--- config.mk ---
export PLATFORM = sky130hd
export DESIGN_NAME = scan_chain_ctrl_flat
export DESIGN_NICKNAME = d
export VERILOG_FILES = /design/src/rtl/scan_chain_ctrl_if.sv /design/src/rtl/scan_chain_ctrl.sv /design/src/flat_wrapper.sv
export SDC_FILE = /design/constraint.sdc
export NUM_CORES = 1
export LEC_CHECK = 0
export ABC_AREA = 1
export CAP_MARGIN = 5
export CORE_ASPECT_RATIO = 1.25
export CORE_MARGIN = 1
export CORE_UTILIZATION = 55
export DETAILED_ROUTE_END_ITERATION = 12
export GPL_TIMING_DRIVEN = 1
export PLACE_DENSITY = 0.86
export SYNTH_ARGS = -nofsm -noshare
export SYNTH_HDL_FRONTEND = slang
export SYNTH_SLANG_ARGS = --single-unit
--- constraint.sdc ---
create_clock -name nvdla_core_clk -period 2.5 [get_ports nvdla_core_clk]
set_input_delay 0.5 -clock nvdla_core_clk [delete_from_list [all_inputs] [get_ports nvdla_core_clk]]
set_output_delay 0.5 -clock nvdla_core_clk [all_outputs]
set_load 0.05 [all_outputs]
--- src/rtl/scan_chain_ctrl_if.sv ---
// Request/response handshake bundle for the scan chain controller.
interface scan_chain_ctrl_if #(
    parameter int CHAIN_LEN = 16
);
    logic                 req_valid;
    logic                 req_ready;
    logic                 req_init;
    logic [CHAIN_LEN-1:0] req_pat;
    logic                 rsp_valid;
    logic                 rsp_ready;
    logic [CHAIN_LEN-1:0] rsp_data;

    modport master (
        output req_valid, req_init, req_pat, rsp_ready,
        input  req_ready, rsp_valid, rsp_data
    );

    modport slave (
        input  req_valid, req_init, req_pat, rsp_ready,
        output req_ready, rsp_valid, rsp_data
    );
endinterface

--- src/rtl/scan_chain_ctrl.sv ---
// Serial load/unload and async preset control for an external scan chain.
// Optional capture cycle after shifting: define SCAN_CTRL_CAPTURE_EN.
module scan_chain_ctrl #(
    parameter int CHAIN_LEN = 16,
    parameter int CNT_W     = 8
) (
    input  logic             nvdla_core_clk,
    input  logic             nvdla_core_rstn,
    scan_chain_ctrl_if.slave bus,
    output logic             scan_se,
    output logic             scan_si,
    output logic             scan_sdn,
    input  logic             scan_so,
    output logic             busy
);
    localparam logic [2:0] IDLE    = 3'd0;
    localparam logic [2:0] PRESET  = 3'd1;
    localparam logic [2:0] SHIFT   = 3'd2;
`ifdef SCAN_CTRL_CAPTURE_EN
    localparam logic [2:0] CAPTURE = 3'd3;
`endif
    localparam logic [2:0] RESP    = 3'd4;

    logic [2:0]           state;
    logic [CNT_W-1:0]     cnt;
    logic [CHAIN_LEN-1:0] pat;
    logic [CHAIN_LEN-1:0] data;
    logic                 rvld;

    assign bus.req_ready = (state == IDLE);
    assign busy          = (state != IDLE);
    assign bus.rsp_valid = rvld;
    assign bus.rsp_data  = data;

    always_ff @(posedge nvdla_core_clk or negedge nvdla_core_rstn) begin
        if (!nvdla_core_rstn) begin
            state    <= IDLE;
            scan_se  <= 1'b0;
            scan_si  <= 1'b0;
            scan_sdn <= 1'b1;
            rvld     <= 1'b0;
            data     <= '0;
            cnt      <= '0;
            pat      <= '0;
        end else begin
            case (state)
                IDLE: begin
                    if (bus.req_valid) begin
                        if (bus.req_init) begin
                            state    <= PRESET;
                            scan_sdn <= 1'b0;
                        end else begin
                            state   <= SHIFT;
                            scan_se <= 1'b1;
                            scan_si <= bus.req_pat[0];
                            cnt     <= '0;
                            // pat[0] always holds the next bit to drive
                            pat     <= bus.req_pat >> 1;
                        end
                    end
                end
                PRESET: begin
                    scan_sdn <= 1'b1;
                    state    <= IDLE;
                end
                SHIFT: begin
                    for (int i = 0; i < CHAIN_LEN; i++) begin
                        if (cnt == CNT_W'(i)) begin
                            data[i] <= scan_so;
                        end
                    end
                    scan_si <= pat[0];
                    pat     <= pat >> 1;
                    cnt     <= cnt + 1'b1;
                    if (cnt == CNT_W'(CHAIN_LEN - 1)) begin
                        scan_se <= 1'b0;
                        scan_si <= 1'b0;
`ifdef SCAN_CTRL_CAPTURE_EN
                        state   <= CAPTURE;
`else
                        state   <= RESP;
                        rvld    <= 1'b1;
`endif
                    end
                end
`ifdef SCAN_CTRL_CAPTURE_EN
                CAPTURE: begin
                    state <= RESP;
                    rvld  <= 1'b1;
                end
`endif
                RESP: begin
                    if (bus.rsp_ready) begin
                        rvld  <= 1'b0;
                        state <= IDLE;
                    end
                end
                default: state <= IDLE;
            endcase
        end
    end
endmodule

--- src/flat_wrapper.sv ---
// flat-port wrapper written by rule: the top's interface ports become plain ports
module scan_chain_ctrl_flat 
#(
    parameter int CHAIN_LEN = 16,
    parameter int CNT_W     = 8
)
  (nvdla_core_clk, nvdla_core_rstn, scan_se, scan_si, scan_sdn, scan_so, busy, bus_req_valid, bus_req_init, bus_req_pat, bus_rsp_ready, bus_req_ready, bus_rsp_valid, bus_rsp_data);
  scan_chain_ctrl_if #(.CHAIN_LEN(CHAIN_LEN)) bus_i ();
  input  logic nvdla_core_clk;
  input  logic nvdla_core_rstn;
  output logic scan_se;
  output logic scan_si;
  output logic scan_sdn;
  input  logic scan_so;
  output logic busy;
  input wire logic [$bits(bus_i.req_valid)-1:0] bus_req_valid;
  input wire logic [$bits(bus_i.req_init)-1:0] bus_req_init;
  input wire logic [$bits(bus_i.req_pat)-1:0] bus_req_pat;
  input wire logic [$bits(bus_i.rsp_ready)-1:0] bus_rsp_ready;
  output wire logic [$bits(bus_i.req_ready)-1:0] bus_req_ready;
  output wire logic [$bits(bus_i.rsp_valid)-1:0] bus_rsp_valid;
  output wire logic [$bits(bus_i.rsp_data)-1:0] bus_rsp_data;
  assign bus_i.req_valid = bus_req_valid;
  assign bus_i.req_init = bus_req_init;
  assign bus_i.req_pat = bus_req_pat;
  assign bus_i.rsp_ready = bus_rsp_ready;
  assign bus_req_ready = bus_i.req_ready;
  assign bus_rsp_valid = bus_i.rsp_valid;
  assign bus_rsp_data = bus_i.rsp_data;
  scan_chain_ctrl #(.CHAIN_LEN(CHAIN_LEN), .CNT_W(CNT_W)) u_core (.nvdla_core_clk(nvdla_core_clk), .nvdla_core_rstn(nvdla_core_rstn), .bus(bus_i), .scan_se(scan_se), .scan_si(scan_si), .scan_sdn(scan_sdn), .scan_so(scan_so), .busy(busy));
endmodule
==> impl_metrics.env, run 1 <==
export IMPL_synth_enable_flop_cells=0
export IMPL_end_kind="output port"
export IMPL_fin_area_um2=2874
export IMPL_dieArea_um2=4417
export IMPL_fin_skew_ns=0.008607
export IMPL_yosysTopAreaCellShare_pct=49.29
export IMPL_drt_iter0_drc=89
export IMPL_rr_worst_depth=6
export IMPL_routed_wirelength_mm=5.062
export IMPL_drive_gt1_share_pct=7.375
export IMPL_die_x_um=59.65
export IMPL_grt_max_degree=47
export IMPL_ys_top_cells_by_area="dfrtp_1 49%, nand2_1 13%, o21ai_0 7.7%, nor2_1 6.1%, inv_1 5.4%"
export IMPL_synth_top_cell_by_area="dfrtp_1"
export IMPL_critPathLaunch="u_core.state[0]$_DFFE_PN0P_"
export IMPL_worstPathMaxFanout=4
export IMPL_hold_viol_final=0
export IMPL_dp_cells=386
export IMPL_insertion_delay_ns=0.30
export IMPL_setup_viol=0
export IMPL_placed_area_um2=2759
export IMPL_antenna_found_initial=0
export IMPL_synth_nets=321
export IMPL_clock_sinks=46
export IMPL_seq_area_frac_synth_pct=50.44
export IMPL_post_drt_wl_per_cell_um=12.88
export IMPL_max_cap_viol_count=0
export IMPL_grt_overflow=0
export IMPL_gp_congestion=0.8642
export IMPL_grt_pass1_vias=1898
export IMPL_ys_types=25
export IMPL_power_leakage_uw=0.001357
export IMPL_cp_required_ns=2.00
export IMPL_status="complete, no violations"
export IMPL_gr_usage_all_layers_pct=24.12
export IMPL_syn_cell_area_um2=2285
export IMPL_yosysMostFrequentCell="nand2_1"
export IMPL_area_growth_pct=25.79
export IMPL_powerDensity_nw_per_um2=1456
export IMPL_post_place_ws_ns=0.4018
export IMPL_hpwl_mm=3.466
export IMPL_fmax_mhz=419.6
export IMPL_clk_path_buf_depth=2
export IMPL_tightest_slew_ns=0.5518
export IMPL_core_area_um2=3879
export IMPL_io_pins=44
export IMPL_post_route_period_util_pct=95.32
export IMPL_async_reset_ff_share_pct=100.0
export IMPL_cp_arrival_ns=1.88
export IMPL_rows=25
export IMPL_die_height_um=74.06
export IMPL_setup_slack_ns=0.1169
export IMPL_nets=365
export IMPL_syn_area_per_cell_um2=7.745
export IMPL_n_antenna_cell=0
export IMPL_relSlewSlack_pct=63.10
export IMPL_synth_commonest_cells="80 x nand2_1, 45 x dfrtp_1, 37 x nor2_1, 35 x o21ai_0, 33 x inv_1"
export IMPL_path_class="reg -> out"
export IMPL_yosysWarnings=0
export IMPL_cts_root_buf="clkbuf_8"
export IMPL_min_period_ns=2.383
export IMPL_antenna_left=0
export IMPL_cp_start_kind="flop"
export IMPL_port_buffers=43
export IMPL_vias=2043
export IMPL_cts_tree="done"
export IMPL_cts_setup_buffers=0
export IMPL_reg2reg_setup_slack_ns=0.98
export IMPL_rsz0062_at_grt="false"
export IMPL_drt_pass1_iterations=5
export IMPL_grt_pass1_wl_mm=7.990
export IMPL_h_tree_depth=2
export IMPL_syn_inst=295
export IMPL_worst_hold_path_type="in -> async"
export IMPL_synth_seq_cells=46
export IMPL_slew_violations=0
export IMPL_synth_ff_type="dfrtp_1"
export IMPL_r2r_start="u_core.state[0]$_DFFE_PN0P_"
export IMPL_drc=0
export IMPL_vias_per_cell=5.198
export IMPL_setup_tns_ns=0
export IMPL_ir_drop_mv=0.8785
export IMPL_r2r_end="u_core.bus.rsp_data[15]$_DFFE_PN0P_"
export IMPL_path_clk_slew_ns=0.08
export IMPL_stdcell_count=393
export IMPL_cts_made_buffers=5
export IMPL_start_util_pct=58.90
worst max-delay path by stage:
stage	end	slack, ns
after floorplan	busy	0.26
after global placement	bus_req_ready	0.45
after detailed placement	bus_req_ready	0.40
after CTS	bus_req_ready	0.07
after global routing	busy	0.05
final	busy	0.12
metal layers:
layer,wire [um],up-vias,global-route usage [%]
li1,-,1019,-
met1,2187,954,28.78
met2,2531,54,42.22
met3,227,16,5.043
met4,116,0,9.302
met5,0,-,0
metrics by stage:
| stage | power [uW] | utilization (%) | hold slack (ns) |
|---|---|---|---|
| 2_1_floorplan | 2969 | - | 0.2044 |
| 3_3_place_gp | 3542 | 71.13 | 0.4666 |
| 3_5_place_dp | 3617 | 71.13 | 0.4712 |
| 4_1_cts | 4192 | 74.03 | 0.1872 |
| 5_1_grt | 4486 | 74.10 | 0.1896 |
| 6_report | 4185 | 74.10 | 0.1788 |
logic make-up (layout without fill, tap and decap cells):
kind of cell	count (synthesis)	in the layout	synth area share, %
buf+inv	42	86	7.612
fa+ha+maj	4	4	2.191
simple gates	144	144	26.34
flops	46	46	50.44
compound gates	59	59	13.42
cell usage in the layout, fill, tap and decap left out:
master	count
dlymetal6s2s_1	1
buf_12	1
o21ai_1	4
dfrtp_1	45
o211ai_1	2
buf_4	1
clkbuf_8	6
a21oi_1	15
and2b_4	1
nor3_1	1
bufinv_16	1
dfstp_2	1
nor2_1	37
o22ai_1	1
o21bai_1	1
clkdlybuf4s50_1	41
nand4_1	2
nand2_1	80
o31ai_1	1
nand2_2	2
o21ai_0	35
nand3_1	11
ha_1	4
nor2_2	8
inv_2	1
buf_2	1
inv_1	33
nor2_4	1
or2_2	1
critical path, cell delays in order (launching register included):
cell and delay, ns:
dfrtp_1 0.42, nor2_4 0.15, inv_1 0.06, nor2_1 0.18, inv_1 0.07, clkdlybuf4s50_1 0.70
repair_timing:
| item | 4_1_cts | 5_1_grt |
|---|---|---|
| gates resized for setup | 0 | 1 |
| hold buffers | 0 | 0 |
| setup endpoints to repair | 0 | 1 |
state kept, by name, indices dropped and copies added (netlist names):
name,flops
u_core.state,3
u_core.scan_sdn,1
u_core.bus.rsp_data,16
u_core.pat,15
u_core.bus.rsp_valid,1
u_core.scan_se,1
u_core.cnt,8
u_core.scan_si,1
final cells by class:
cell class                 count  area, um2
tap                           54      67.56
sequential                    46       1152
inverter                      34      127.6
timing repair buffer          45      455.4
clock inverter                 1      30.03
multi-input combinational    207      958.4
clock buffer                   6      82.58
fill                         303       1005
power breakdown:
| group | internal (uW) | leakage (uW) | switching [uW] |
|---|---|---|---|
| Combinational | 707 | 0.000742 | 1610 |
| Clock | 320 | 0.0000573 | 240 |
| Sequential | 1090 | 0.000558 | 225 |
| Total | 2110 | 0.00136 | 2070 |
Note: power is estimated with default switching activity, not from simulation.
==> run 2, diff against run 1 <==
--- a/config.mk
+++ b/config.mk
@@ -13,6 +13,7 @@
 export DETAILED_ROUTE_END_ITERATION = 12
 export GPL_TIMING_DRIVEN = 1
 export PLACE_DENSITY = 0.86
+export SKIP_CTS_REPAIR_TIMING = 1
 export SYNTH_ARGS = -nofsm -noshare
 export SYNTH_HDL_FRONTEND = slang
 export SYNTH_SLANG_ARGS = --single-unit
==> results of run 2 <==
Final layout, timing and power as in run 1 (identical DEF).
